<file path="src/rtl/echo_indication_deserializer_if.sv">
`default_nettype none
// ============================================================================
// echo_indication_deserializer_if : transport beat input and heard() output
// Rev 1.0 : initial release
// ============================================================================
interface echo_indication_deserializer_if #(
  parameter int CNT_W = 16
);
  logic             enq__ENA;
  logic [31:0]      enq_v;
  logic             enq__RDY;
  logic             heard__ENA;
  logic [31:0]      heard_meth;
  logic [31:0]      heard_v;
  logic             heard__RDY;
  logic [CNT_W-1:0] drop_count;

  // master: transport source plus host consumer; slave: the deserializer
  modport master (
    output enq__ENA, enq_v, heard__RDY,
    input  enq__RDY, heard__ENA, heard_meth, heard_v, drop_count
  );

  modport slave (
    input  enq__ENA, enq_v, heard__RDY,
    output enq__RDY, heard__ENA, heard_meth, heard_v, drop_count
  );
endinterface
`default_nettype wire

</file>
<file path="src/rtl/echo_indication_deserializer.sv">
`default_nettype none
// ============================================================================
// echo_indication_deserializer : reassembles header/meth/v beats into heard()
// Rev 1.0 : initial release
// ============================================================================
module echo_indication_deserializer #(
  parameter logic [15:0] HEARD_ID  = 16'h0001,
  parameter logic [15:0] MSG_BEATS = 16'd3,
  parameter int          CNT_W     = 16
) (
  input  wire                                  CLK,
  input  wire                                  nRST,
  echo_indication_deserializer_if.slave        bus
);

  typedef enum logic [2:0] {
    S_HDR      = 3'd0,
    S_ARG0     = 3'd1,
    S_ARG1     = 3'd2,
    S_DISPATCH = 3'd3,
    S_DRAIN    = 3'd4
  } state_t;

  state_t           state_q;
  logic [31:0]      meth_q;
  logic [31:0]      v_q;
  logic [15:0]      rem_q;
  logic [CNT_W-1:0] drop_q;

  logic             w_enq_fire;
  logic             w_heard_fire;
  logic [15:0]      w_id;
  logic [15:0]      w_len;
  logic             w_drop_sat;

  assign w_id         = bus.enq_v[31:16];
  assign w_len        = bus.enq_v[15:0];
  assign w_enq_fire   = bus.enq__ENA && (state_q != S_DISPATCH);
  assign w_heard_fire = (state_q == S_DISPATCH) && bus.heard__RDY;
  assign w_drop_sat   = (drop_q == {CNT_W{1'b1}});

  always_ff @(posedge CLK or negedge nRST) begin
    if (!nRST) begin
      state_q <= S_HDR;
      meth_q  <= 32'd0;
      v_q     <= 32'd0;
      rem_q   <= 16'd0;
      drop_q  <= '0;
    end else begin
      case (state_q)
        S_HDR: begin
          if (w_enq_fire) begin
            if (w_id == HEARD_ID && w_len == MSG_BEATS) begin
              state_q <= S_ARG0;
            end else if (w_len <= 16'd1) begin
              // header-only junk: nothing to drain, count it now
              if (!w_drop_sat) drop_q <= drop_q + CNT_W'(1);
            end else begin
              rem_q   <= w_len - 16'd1;
              state_q <= S_DRAIN;
            end
          end
        end
        S_ARG0: begin
          if (w_enq_fire) begin
            meth_q  <= bus.enq_v;
            state_q <= S_ARG1;
          end
        end
        S_ARG1: begin
          if (w_enq_fire) begin
            v_q     <= bus.enq_v;
            state_q <= S_DISPATCH;
          end
        end
        S_DISPATCH: begin
          if (w_heard_fire) state_q <= S_HDR;
        end
        S_DRAIN: begin
          if (w_enq_fire) begin
            if (rem_q == 16'd1) begin
              state_q <= S_HDR;
              if (!w_drop_sat) drop_q <= drop_q + CNT_W'(1);
            end
            rem_q <= rem_q - 16'd1;
          end
        end
        default: state_q <= S_HDR;
      endcase
    end
  end

  assign bus.enq__RDY   = (state_q != S_DISPATCH);
  assign bus.heard__ENA = w_heard_fire;
  assign bus.heard_meth = meth_q;
  assign bus.heard_v    = v_q;
  assign bus.drop_count = drop_q;

endmodule
`default_nettype wire

</file>
<file path="src/flat_wrapper.sv">
// flat-port wrapper written by rule: the top's interface ports become plain ports
module echo_indication_deserializer_flat 
#(
  parameter logic [15:0] HEARD_ID  = 16'h0001,
  parameter logic [15:0] MSG_BEATS = 16'd3,
  parameter int          CNT_W     = 16
)
  (CLK, nRST, bus_enq__ENA, bus_enq_v, bus_heard__RDY, bus_enq__RDY, bus_heard__ENA, bus_heard_meth, bus_heard_v, bus_drop_count);
  echo_indication_deserializer_if #(.CNT_W(CNT_W)) bus_i ();
  input  wire CLK;
  input  wire nRST;
  input wire logic [$bits(bus_i.enq__ENA)-1:0] bus_enq__ENA;
  input wire logic [$bits(bus_i.enq_v)-1:0] bus_enq_v;
  input wire logic [$bits(bus_i.heard__RDY)-1:0] bus_heard__RDY;
  output wire logic [$bits(bus_i.enq__RDY)-1:0] bus_enq__RDY;
  output wire logic [$bits(bus_i.heard__ENA)-1:0] bus_heard__ENA;
  output wire logic [$bits(bus_i.heard_meth)-1:0] bus_heard_meth;
  output wire logic [$bits(bus_i.heard_v)-1:0] bus_heard_v;
  output wire logic [$bits(bus_i.drop_count)-1:0] bus_drop_count;
  assign bus_i.enq__ENA = bus_enq__ENA;
  assign bus_i.enq_v = bus_enq_v;
  assign bus_i.heard__RDY = bus_heard__RDY;
  assign bus_enq__RDY = bus_i.enq__RDY;
  assign bus_heard__ENA = bus_i.heard__ENA;
  assign bus_heard_meth = bus_i.heard_meth;
  assign bus_heard_v = bus_i.heard_v;
  assign bus_drop_count = bus_i.drop_count;
  echo_indication_deserializer #(.HEARD_ID(HEARD_ID), .MSG_BEATS(MSG_BEATS), .CNT_W(CNT_W)) u_core (.CLK(CLK), .nRST(nRST), .bus(bus_i));
endmodule
</file>
<file path="config.mk">
export PLATFORM = sky130hd
export DESIGN_NAME = echo_indication_deserializer_flat
export DESIGN_NICKNAME = d
export VERILOG_FILES = /design/src/rtl/echo_indication_deserializer_if.sv /design/src/rtl/echo_indication_deserializer.sv /design/src/flat_wrapper.sv
export SDC_FILE = /design/constraint.sdc
export NUM_CORES = 1
export LEC_CHECK = 0
export CAP_MARGIN = 20
export CORE_UTILIZATION = 53
export DETAILED_ROUTE_END_ITERATION = 16
export GPL_TIMING_DRIVEN = 1
export MAX_ROUTING_LAYER = met4
export PLACE_DENSITY_LB_ADDON = 0.15
export SYNTH_ARGS = -nofsm -noshare
export SYNTH_HDL_FRONTEND = slang
export SYNTH_SLANG_ARGS = --single-unit
</file>
<file path="constraint.sdc">
create_clock -name CLK -period 4.2 [get_ports CLK]
set_input_delay 0.84 -clock CLK [delete_from_list [all_inputs] [get_ports CLK]]
set_output_delay 0.84 -clock CLK [all_outputs]
set_load 0.02 [all_outputs]
</file>
# [Yosys cells after proc, flatten, opt, wreduce, memory -nomap -nowiden]
# Cells that the tools add are included.
[classes] n_eq_ne=19 add_sub_neg=3 n_mux=21 reduce_logical=10 magnitude_cmp=1
[op_table] op="2-to-1 mux 16 bit" n=10
[op_table] op="one-hot mux 16 bit (2 select lines)" n=2
[op_table] op="== test 16 x 1 -> 1 bit (second input constant)" n=2
[op_table] op="subtractor 16 x 1 -> 16 bit (second input constant)" n=2
[op_table] op="2-to-1 mux 3 bit" n=8
[op_table] op="adder 16 x 1 -> 16 bit (second input constant)" n=1
[op_table] op="== test 16 bit (second input constant)" n=1
[op_table] op="== test 16 x 2 -> 1 bit (second input constant)" n=1
[op_table] op="<= comparator 16 x 1 -> 1 bit (second input constant)" n=1
[op_table] op="one-hot mux 3 bit (5 select lines)" n=1
[op_table] op="inequality test 2 x 1 -> 1 bit (second input constant)" n=6
[op_table] op="AND reduction 7 bit" n=1
[op_table] op="== test 3 x 2 -> 1 bit (second input constant)" n=2
[op_table] op="inequality test 2 bit (second input constant)" n=3
[op_table] op="inequality test 3 x 2 -> 1 bit (second input constant)" n=2
[op_table] op="AND reduction 6 bit" n=1
[op_table] op="AND reduction 5 bit" n=1
[op_table] op="AND reduction 2 bit" n=2
[op_table] op="== test 3 x 1 -> 1 bit (second input constant)" n=1
[op_table] op="== test 3 bit (second input constant)" n=1
[op_table] op="logical AND 1 bit" n=3
[op_table] op="logical NOT 3 bit" n=1
[op_table] op="nonzero test 2 bit" n=1
[totals] elab_cells=59 output_inout_bits=82 regBits=99

# [Longest topological paths before layout]
# Gate-level depths: netlist (run 1).
[depth] word_depth=6 ltp_mapped=9

# [Worst setup path before layout (run 1)]
# No wires, ideal clock.
[synth_path] path_kind="input-to-reg" from="input port bus_enq_v[9]" to="register u_core.drop_q[1] (netlist: u_core.bus.drop_count[1])" arrival_ns=2.702 required_time_ns=4.075 setup_ns=0.125 stages=6 path_slack_ns=1.373 cell_sequence="or4_4 or4_4 nor3_4 a32o_4 nor2_2 mux2_4"
[synth_via] elab_chain_cells=4
[synth_rtl] element="start: declaration" line_no="flat_wrapper.sv:13" source="input wire logic [$bits(bus_i.enq_v)-1:0] bus_enq_v;"
[synth_rtl] element="branches (longest 3 deep; another with <= comparator 16 x 1 -> 1 bit)"
[synth_rtl] element="AND reduction 6 bit (no line) (*)"
[synth_rtl] element="end signal: assignment" line_no="echo_indication_deserializer.sv:57" source="if (!w_drop_sat) drop_q <= drop_q + CNT_W'(1);"
[synth_rtl] element="end signal: assignment" line_no="echo_indication_deserializer.sv:83" source="if (!w_drop_sat) drop_q <= drop_q + CNT_W'(1);"
[synth_rtl] element="end: declaration" line_no="echo_indication_deserializer.sv:28" source="logic [CNT_W-1:0] drop_q;"
# Every way passes the cells marked *.
# A chain may end at the register's enable or synchronous reset.

# [Worst setup path after layout (run 1)]
# Ends and elaborated chain as after synthesis.

==> summary.json, run 1 <==
{
  "outcome": "completed",
  "max_freq_mhz": 310,
  "synthesis.area_mm2": 0.00476,
  "synthMostInstantiatedCell": "dfrtp_1",
  "firstDrtPassIters": 4,
  "grt_setup_unrepaired": "no",
  "design.die.area_mm2": 0.00937,
  "grt.total_usage_pct": 25.1,
  "period_minus_slack_ps": 3230,
  "drt_drc_violations_left": 0,
  "ys_async_sr_fraction_pct": 100,
  "synth.avg_cell_area_um2": 11.5,
  "total_leakage_power_uw": 0.00274,
  "synth.yosys.seq_area_share_pct": 52.0,
  "finalSetupTns_ps": 0,
  "drv.max_cap_violation_count": 0,
  "insertion_delay_ps": 370,
  "synth_edf_count": 0,
  "io_pins": 118,
  "switching_share_pct": 32.0,
  "p_seq_share_pct": 50.2,
  "pwr-share-clk_pct": 27.6,
  "fin_skew_ps": 13.0,
  "synth-main-ff-cell": "dfrtp_1",
  "fin_hold_ws_ps": 492,
  "h_tree_levels": 3,
  "ffs_latches_synth": 99,
  "worst_vdd_drop_mv": 0.188,
  "cts_root_buffer": "clkbuf_8",
  "antenna_violating_nets_post_route": 0,
  "worst_slew_pin_slew_ps": 936,
  "buffer_ports.inserted": 117,
  "post_cts_resize_count": 0,
  "power.share.combinational_pct": 22.2,
  "gpl.final_weighted_congestion": 0.815,
  "ys.warnings.count": 0,
  "worst-setup-path-type": "input pin to flip-flop",
  "route.vias.total": 3701,
  "clock_path_buffers": 2,
  "syn_inst": 415,
  "finalMaxSlewViolations": 0,
  "critical_path.max_fanout": 15,
  "die_w_um": 96.8,
  "synthDominantAreaCellType": "dfrtp_1",
  "global_route_wire_length_before_repair_um": 18200,
  "critPathCaptureType": "flip-flop",
  "grt-ovfl-total": 0,
  "clkSlewWorstSetupHoldPaths_ps": 90,
  "initial_core_util_pct": 54.6,
  "cts_tree": "built",
  "power.internal_uw": 1550,
  "cts_setup_buffers": 0,
  "row_count": 34,
  "layout.nets": 572,
  "ys_top_cells_by_count": "99 x dfrtp_1, 64 x mux2_2, 30 x nand2_1, 20 x a21oi_1",
  "tritoncts.num_buffers": 9,
  "timing.slew.headroom_pct": 37.6,
  "synth_top_cells_by_area": "dfrtp_1 52%, mux2_2 15%, xor2_1 3.1%",
  "period_share_pct": 76.9,
  "setup_viol": 0,
  "place.detailed.hpwl_um": 7840,
  "hold_path_class": "flip-flop to flip-flop",
  "power.switching_uw": 728,
  "netlist-cell-type-count": 48,
  "dieHeight_um": 96.8,
  "syn-num-nets": 457,
  "wire_length_reported_by_the_detailed_router_um": 11100,
  "pwr_density_mw_per_mm2": 366,
  "synth_largest_type_area_fraction_pct": 52.0,
  "critical_path_required_ps": 4450,
  "antenna_violations_before_repair": 0,
  "post-layout-total-power_uw": 2280,
  "grt_max_degree": 75,
  "cts_hold_buffers": 0,
  "dr.first_iter.drc_count": 180,
  "placeable_area_mm2": 0.00872,
  "worst-endpoint-arrival_ps": 3480,
  "numClockSinks": 99,
  "areaGrowthSynthToFinish_pct": 30.8,
  "layout-drive-gt1-share_pct": 19.1,
  "crit_path_start_kind": "input pin",
  "diodes": 0,
  "timing_hold_violations_final": 0,
  "number_of_global_route_vias_before_repair": 3627,
  "viasPerCell": 5.76,
  "routed_wire_length_per_instance_um": 17.3
}
==> power groups by stage <==
stage               registers (uW)  clock network [uW]  logic [uW]
floorplan                     1160                   0         317
finish                        1140                 628         505
CTS                           1140                 642         504
detailed placement            1160                   0         501
global placement              1150                   0         481
global route                  1160                 670         569
==> per-stage QoR <==
step / cells / util [%] / worst slack (ps) / instance area, um^2
after floorplan: 415 / - / 1370 / 4760
after global placement: 627 / 69.1 / 660 / 6030
after detailed placement: 627 / 69.1 / 631 / 6030
after CTS: 642 / 71.4 / 1020 / 6230
after global routing: 642 / 71.4 / 804 / 6230
final: 642 / 71.4 / 972 / 6230
==> routing by layer <==
layer	GRT usage (%)	vias up	wire, um	part of all wire, %
li1	-	1730	-	-
met1	33.2	1843	5010	45
met2	39.2	110	5410	49
met3	4.19	18	495	4.5
met4	9.30	0	187	1.7
met5	-	-	0	0
==> placed cells by master, fill, tap and decap left out, types with 6 or more instances in the layout <==
cell,count
nand3_1,8
a21oi_1,20
xnor2_1,11
nor2_1,19
nand4_1,6
inv_1,12
xor2_1,17
clkdlybuf4s50_1,116
mux2_2,64
clkbuf_8,9
ha_1,6
o21ai_0,19
nor4_1,8
dfrtp_1,99
nor3_1,18
or3_1,7
nand2_1,30
buf_4,6
==> cell families (layout without fill, tap and decap cells) <==
kind of cell | after synthesis | in the layout | share of synthesized area [%]
and+or+nand+nor | 124 | 124 | 14.4
DFF | 99 | 99 | 52.0
muxes | 65 | 65 | 15.5
AOI/OAI and AO/OA | 63 | 63 | 8.65
buffers and inverters | 30 | 149 | 2.73
xor gates and xnor gates | 28 | 28 | 5.15
adders and majority gates | 6 | 6 | 1.58
==> path summary, 6_finish.rpt <==
path / end / depth (start not counted) / slack [ps] / from
max: u_core.bus.drop_count[1] / 7 / 970 / bus_enq_v[9]
min: u_core.bus.drop_count[11] / 1 / 490 / u_core.bus.drop_count[11]
max reg2reg: u_core.state_q[0] / 6 / 1670 / u_core.rem_q[6]
min reg2reg: u_core.bus.drop_count[11] / 1 / 490 / u_core.bus.drop_count[11]
max in group asynchronous: u_core.bus.drop_count[12] / 2 / 2700 / nRST
min in group asynchronous: u_core.rem_q[8] / 1 / 590 / nRST
==> sequential cells by signal, summed over array words and instances (netlist names) <==
signal and count:
u_core.state_q 3, u_core.bus.drop_count 16, u_core.rem_q 16, u_core.bus.heard_v 32
u_core.bus.heard_meth 32
==> worst max-delay path, cell delays in order <==
cell and delay (ps):
clkdlybuf4s50_1 510, or4_4 590, or4_4 560, nor3_4 270, a32o_4 300, nor2_2 80, mux2_4 320
==> layout make-up <==
cell class,instances,area [um^2]
clock buffer,9,124
clock inverter,6,73.8
fill,640,2490
inverter,12,45.0
multi-input combinational,286,2160
sequential,99,2480
tap,108,135
timing repair buffer,122,1210
No activity file was read; power rests on OpenSTA's default activity.
==> inputs of run 2 (changes only) <==
--- a/config.mk
+++ b/config.mk
@@ -6,7 +6,7 @@
 export NUM_CORES = 1
 export LEC_CHECK = 0
 export CAP_MARGIN = 20
-export CORE_UTILIZATION = 53
+export CORE_UTILIZATION = 50
 export DETAILED_ROUTE_END_ITERATION = 16
 export GPL_TIMING_DRIVEN = 1
 export MAX_ROUTING_LAYER = met4
==> constraint.sdc (replaced) <==
create_clock -name CLK -period 3 [get_ports CLK]
set_input_delay 0.6 -clock CLK [delete_from_list [all_inputs] [get_ports CLK]]
set_output_delay 0.6 -clock CLK [all_outputs]
set_load 0.02 [all_outputs]
==> run 2 against run 1 <==
Net effect: largest power group unchanged; non-clock buffer count rose by 28; critical path depth did not move; worst setup slack got worse by 740 ps; combinational power is 48% higher; sequential cell count unchanged.
==> summary.json, run 2 (synthesized netlist as in run 1, its figures left out) <==
{
  "cells_along_the_critical_path": "clkdlybuf4s50_1 > or4_4 > or4_4 > nor3_4 > a32o_4 > nor2_2 > mux2_4",
  "buffer_ports.inserted": 117,
  "hold_path_class": "input pin to async pin",
  "timing.critical_path.mode_cell": "or4_4",
  "cts_hold_buffers": 0,
  "h_tree_levels": 3,
  "total_leakage_power_uw": 0.00290,
  "seq_area_mm2": 0.00248,
  "grt-ovfl-total": 0,
  "cts_tree": "built",
  "layout_common_cells": "116 x clkdlybuf4s50_1, 99 x dfrtp_1, 64 x mux2_2, 30 x nand2_1, 29 x buf_4",
  "final_common_cell": "clkdlybuf4s50_1",
  "fin_skew_ps": 12.3,
  "placeable_area_mm2": 0.00924,
  "tritoncts.num_buffers": 9,
  "layout.nets": 600,
  "finalSetupTns_ps": 0,
  "design.die.area_mm2": 0.00992,
  "cts_root_buffer": "clkbuf_8",
  "ff2ff_setup_slack_ps": 510,
  "grt_use_met1_pct": 31.5,
  "r2r-start": "u_core.rem_q[6]",
  "areaGrowthSynthToFinish_pct": 36.8,
  "io_pins": 118,
  "critical_path.max_fanout": 7,
  "worst_slew_pin_slew_ps": 749,
  "timing.slew.headroom_pct": 50.1,
  "grt.total_usage_pct": 24.6,
  "fin_util_pct": 70.5,
  "worst_vdd_drop_mv": 0.310,
  "crit_path_start_kind": "input pin",
  "numClockSinks": 99,
  "initial_core_util_pct": 51.5,
  "worst-r2r-cell-count": 6,
  "met3_usage_pct": 4.08,
  "cts_setup_buffers": 0,
  "setup_viol": 0,
  "antenna_violating_nets_post_route": 0,
  "outcome": "completed",
  "dp.cells": 676,
  "number_of_fill_cells": 708,
  "die_w_um": 99.6,
  "period_share_pct": 92.2,
  "finalMaxSlewViolations": 0,
  "period_minus_slack_ps": 2770,
  "grt_setup_unrepaired": "no",
  "dr.first_iter.drc_count": 179,
  "number_of_global_route_vias_before_repair": 3754,
  "final_cell_count_no_fill": 692,
  "insertion_delay_ps": 370,
  "critical_path.max_stage_delay_ps": 560,
  "critPathCaptureType": "flip-flop",
  "gpl.final_weighted_congestion": 0.863,
  "critical_path_required_ps": 3260,
  "pwr_density_mw_per_mm2": 486,
  "route.vias.total": 3768,
  "worst-endpoint-arrival_ps": 3030,
  "viasPerCell": 5.45,
  "antenna_violations_before_repair": 0,
  "dieHeight_um": 99.6,
  "timing.rr.end": "u_core.state_q[0]",
  "clock_path_buffers": 2,
  "grt.met2_usage_pct": 39.9,
  "place.detailed.hpwl_um": 8290,
  "grt_max_degree": 59,
  "wire_length_reported_by_the_detailed_router_um": 11300,
  "post_cts_resize_count": 0,
  "grt-busiest-layer": "met2",
  "timing.critical_path.slowest_stage_cell": "or4_4",
  "max_freq_mhz": 362,
  "routed_wire_length_per_instance_um": 16.4,
  "clkSlewWorstSetupHoldPaths_ps": 100,
  "global_route_wire_length_before_repair_um": 18200,
  "multi_input_comb_area_mm2": 0.00216,
  "worst-setup-path-type": "input pin to flip-flop",
  "timing_hold_violations_final": 0,
  "drt_drc_violations_left": 0,
  "row_count": 35,
  "diodes": 0,
  "layout-drive-gt1-share_pct": 23.1,
  "firstDrtPassIters": 6,
  "drv.max_cap_violation_count": 0
}
==> run 2: cell count changes in the layout (fill, tap and decap cells not counted), moves of 2 or more <==
cell	change
clkinvlp_4	-2
buf_4	+23
buf_12	+5
clkinv_4	+3
==> run 2: worst max path at each step <==
stage                       from                         to  slack [ps]  depth (start not counted)
finish              bus_enq_v[8]   u_core.bus.drop_count[1]         230                          7
global route        bus_enq_v[9]  u_core.bus.drop_count[12]         140                          8
CTS                 bus_enq_v[8]   u_core.bus.drop_count[1]         250                          7
detailed placement  bus_enq_v[9]   u_core.bus.drop_count[1]        -130                          7
global placement    bus_enq_v[9]   u_core.bus.drop_count[1]        -100                          7
floorplan           bus_enq_v[9]   u_core.bus.drop_count[1]         410                          6
==> run 2: per-stage QoR <==
stage / hold slack (ps) / setup slack, ps / area (um^2) / total power (uW)
final: 269 / 235 / 6510 / 3160
after detailed placement: 473 / -129 / 6330 / 2370
after floorplan: 304 / 413 / 4760 / 2060
after global placement: 467 / -101 / 6330 / 2330
after CTS: 312 / 253 / 6510 / 3190
after global routing: 343 / 138 / 6510 / 3360
==> run 2: where the power goes <==
group | internal [uW] | switching (uW) | leakage [uW]
logic | 335 | 409 | 0.00150
registers | 1470 | 132 | 0.00130
clock network | 321 | 495 | 0.0000949
total | 2130 | 1040 | 0.00290
==> run 2: final cells by class <==
| type | instances | area share (%) |
|---|---|---|
| clock inverters | 6 | 0.884 |
| flip-flops and latches | 99 | 38.0 |
| repair buffers | 150 | 22.7 |
| clock buffers | 10 | 1.96 |
| inverters | 12 | 0.692 |
| well taps | 129 | 2.48 |
| multi-input cells | 286 | 33.2 |
==> run 2: worst max-delay path, delay by kind of cell <==
kind | cells | cell delay (ps)
buffers and inverters | 1 | 440
multiplexers | 1 | 320
AO/OA/AOI/OAI | 1 | 230
AND/OR/NAND/NOR | 4 | 1440
==> run 2: layer usage <==
| metal | vias to the layer above | wire length (um) |
|---|---|---|
| li1 | 1786 | - |
| met1 | 1860 | 5040 |
| met2 | 113 | 5650 |
| met3 | 9 | 518 |
| met4 | 0 | 143 |
| met5 | - | 0 |
==> inputs of run 3 (changes only) <==
--- a/config.mk
+++ b/config.mk
@@ -5,8 +5,10 @@
 export SDC_FILE = /design/constraint.sdc
 export NUM_CORES = 1
 export LEC_CHECK = 0
+export ABC_CLOCK_PERIOD_IN_PS = 3000
 export CAP_MARGIN = 20
-export CORE_UTILIZATION = 50
+export CORE_UTILIZATION = 51
+export CTS_BUF_LIST = sky130_fd_sc_hd__clkbuf_2 sky130_fd_sc_hd__clkbuf_4 sky130_fd_sc_hd__clkbuf_8
 export DETAILED_ROUTE_END_ITERATION = 16
 export GPL_TIMING_DRIVEN = 1
 export MAX_ROUTING_LAYER = met4
==> run 3 against run 2 <==
Net effect: cell count decreased by 3.2%; count of clock-buffer cells in the layout unchanged; utilization increased by 2.3 points; critical endpoint unchanged; largest cell class unchanged.
==> summary.json, run 3 (synthesized netlist as in run 1, its figures left out) <==
{
  "timing.critical_path.slowest_stage_cell": "or4_4",
  "place.detailed.hpwl_um": 8790,
  "dieHeight_um": 98.6,
  "timing_hold_violations_final": 0,
  "seq_area_mm2": 0.00248,
  "timing.slew.headroom_pct": 35.9,
  "layout.nets": 599,
  "period_share_pct": 93.0,
  "io_pins": 118,
  "period_minus_slack_ps": 2790,
  "fin_util_pct": 72.8,
  "critPathCaptureType": "flip-flop",
  "cts_setup_buffers": 0,
  "design.die.area_mm2": 0.00972,
  "r2r-start": "u_core.rem_q[6]",
  "worst_slew_pin_slew_ps": 961,
  "max_freq_mhz": 358,
  "critical_path.max_stage_delay_ps": 560,
  "setup_viol": 0,
  "grt_max_degree": 75,
  "ff2ff_setup_slack_ps": 440,
  "grt_setup_unrepaired": "no",
  "cts_root_buffer": "clkbuf_8",
  "fin_skew_ps": 17.1,
  "grt-ovfl-total": 0,
  "worst_setup_path_startpoint": "bus_enq_v[9]",
  "cells_along_the_critical_path": "clkdlybuf4s50_1 > or4_4 > or4_4 > nor2_2 > a21oi_2 > nor2_2 > mux2_4",
  "layout_common_cells": "116 x clkdlybuf4s50_1, 99 x dfrtp_1, 64 x mux2_2, 30 x nand2_1, 29 x buf_4",
  "antenna_violating_nets_post_route": 0,
  "row_count": 34,
  "gpl.final_weighted_congestion": 0.789,
  "global_route_wire_length_before_repair_um": 19600,
  "wire_length_reported_by_the_detailed_router_um": 12100,
  "numClockSinks": 99,
  "timing.rr.end": "u_core.state_q[0]",
  "pwr_density_mw_per_mm2": 495,
  "buffers_and_inverters_on_the_worst_path": 1,
  "dr.first_iter.drc_count": 127,
  "crit_path_start_kind": "input pin",
  "worst-r2r-cell-count": 6,
  "hold_path_class": "input pin to async pin",
  "final_common_cell": "clkdlybuf4s50_1",
  "outcome": "completed",
  "worst_vdd_drop_mv": 0.239,
  "fin_hold_ws_ps": 377,
  "route.vias.total": 3849,
  "antenna_violations_before_repair": 0,
  "multi_input_comb_area_mm2": 0.00216,
  "initial_core_util_pct": 53.5,
  "placeable_area_mm2": 0.00889,
  "insertion_delay_ps": 370,
  "routed_wire_length_per_instance_um": 18.1,
  "layout-drive-gt1-share_pct": 23.1,
  "clock_path_buffers": 2,
  "worst-setup-path-type": "input pin to flip-flop",
  "total_leakage_power_uw": 0.00289,
  "tritoncts.num_buffers": 9,
  "drv.max_cap_violation_count": 0,
  "cts_hold_buffers": 0,
  "firstDrtPassIters": 4,
  "finalMaxSlewViolations": 0,
  "worst_path_dominant_cell_family": "simple AND/OR/NAND/NOR gates",
  "viasPerCell": 5.74,
  "diodes": 0,
  "critical_path_required_ps": 3260,
  "worst-endpoint-arrival_ps": 3050,
  "buffer_ports.inserted": 117,
  "die_w_um": 98.6,
  "clkSlewWorstSetupHoldPaths_ps": 100,
  "h_tree_levels": 3,
  "post-layout-total-power_uw": 3200,
  "critical_path.max_fanout": 15,
  "post_cts_resize_count": 0,
  "drt_drc_violations_left": 0,
  "number_of_global_route_vias_before_repair": 3933,
  "grt.total_usage_pct": 26.8,
  "number_of_fill_cells": 661,
  "areaGrowthSynthToFinish_pct": 35.9,
  "cts_tree": "built"
}
-- run 3: report_power, final --
part	total [uW]	switching (uW)	internal, uW	leakage, uW
Sequential	1610	140	1470	0.00130
Combinational	751	416	336	0.00149
Clock	839	508	331	0.0000983
-- run 3: cell type report --
type	count	area share, %
Timing Repair Buffer	149	22.5
Sequential cell	99	38.3
Clock inverter	6	0.890
Multi-Input combinational cell	286	33.5
Inverter	12	0.696
Clock buffer	10	2.03
Tap cell	108	2.09
-- run 3: stage by stage --
stage / cell area (um^2) / setup slack [ps] / cells / TNS [ps]
CTS: 6470 / 235 / 670 / 0
global placement: 6280 / -102 / 654 / -1240
floorplan: 4760 / 413 / 415 / 0
detailed placement: 6280 / -144 / 654 / -2040
finish: 6470 / 210 / 670 / 0
global route: 6470 / 123 / 670 / 0
-- run 3: layer usage --
layer	part of all wire (%)	routed length (um)	track usage, %	vias to the layer above
met4	1.8	219	8.27	0
met3	5.0	610	5.89	20
met1	42	5110	32.5	1923
met2	51	6180	44.9	113
li1	-	-	-	1793
met5	0	0	-	-
-- run 3: how the worst max path moves through the flow --
| stage | to | slack (ps) | depth (start not counted) |
|---|---|---|---|
| 6_report | u_core.bus.drop_count[1] | 210 | 7 |
| 3_5_place_dp | u_core.bus.drop_count[1] | -140 | 7 |
| 2_1_floorplan | u_core.bus.drop_count[1] | 410 | 6 |
| 3_3_place_gp | u_core.bus.drop_count[1] | -100 | 7 |
| 5_1_grt | u_core.bus.drop_count[1] | 120 | 7 |
| 4_1_cts | u_core.bus.drop_count[1] | 230 | 7 |
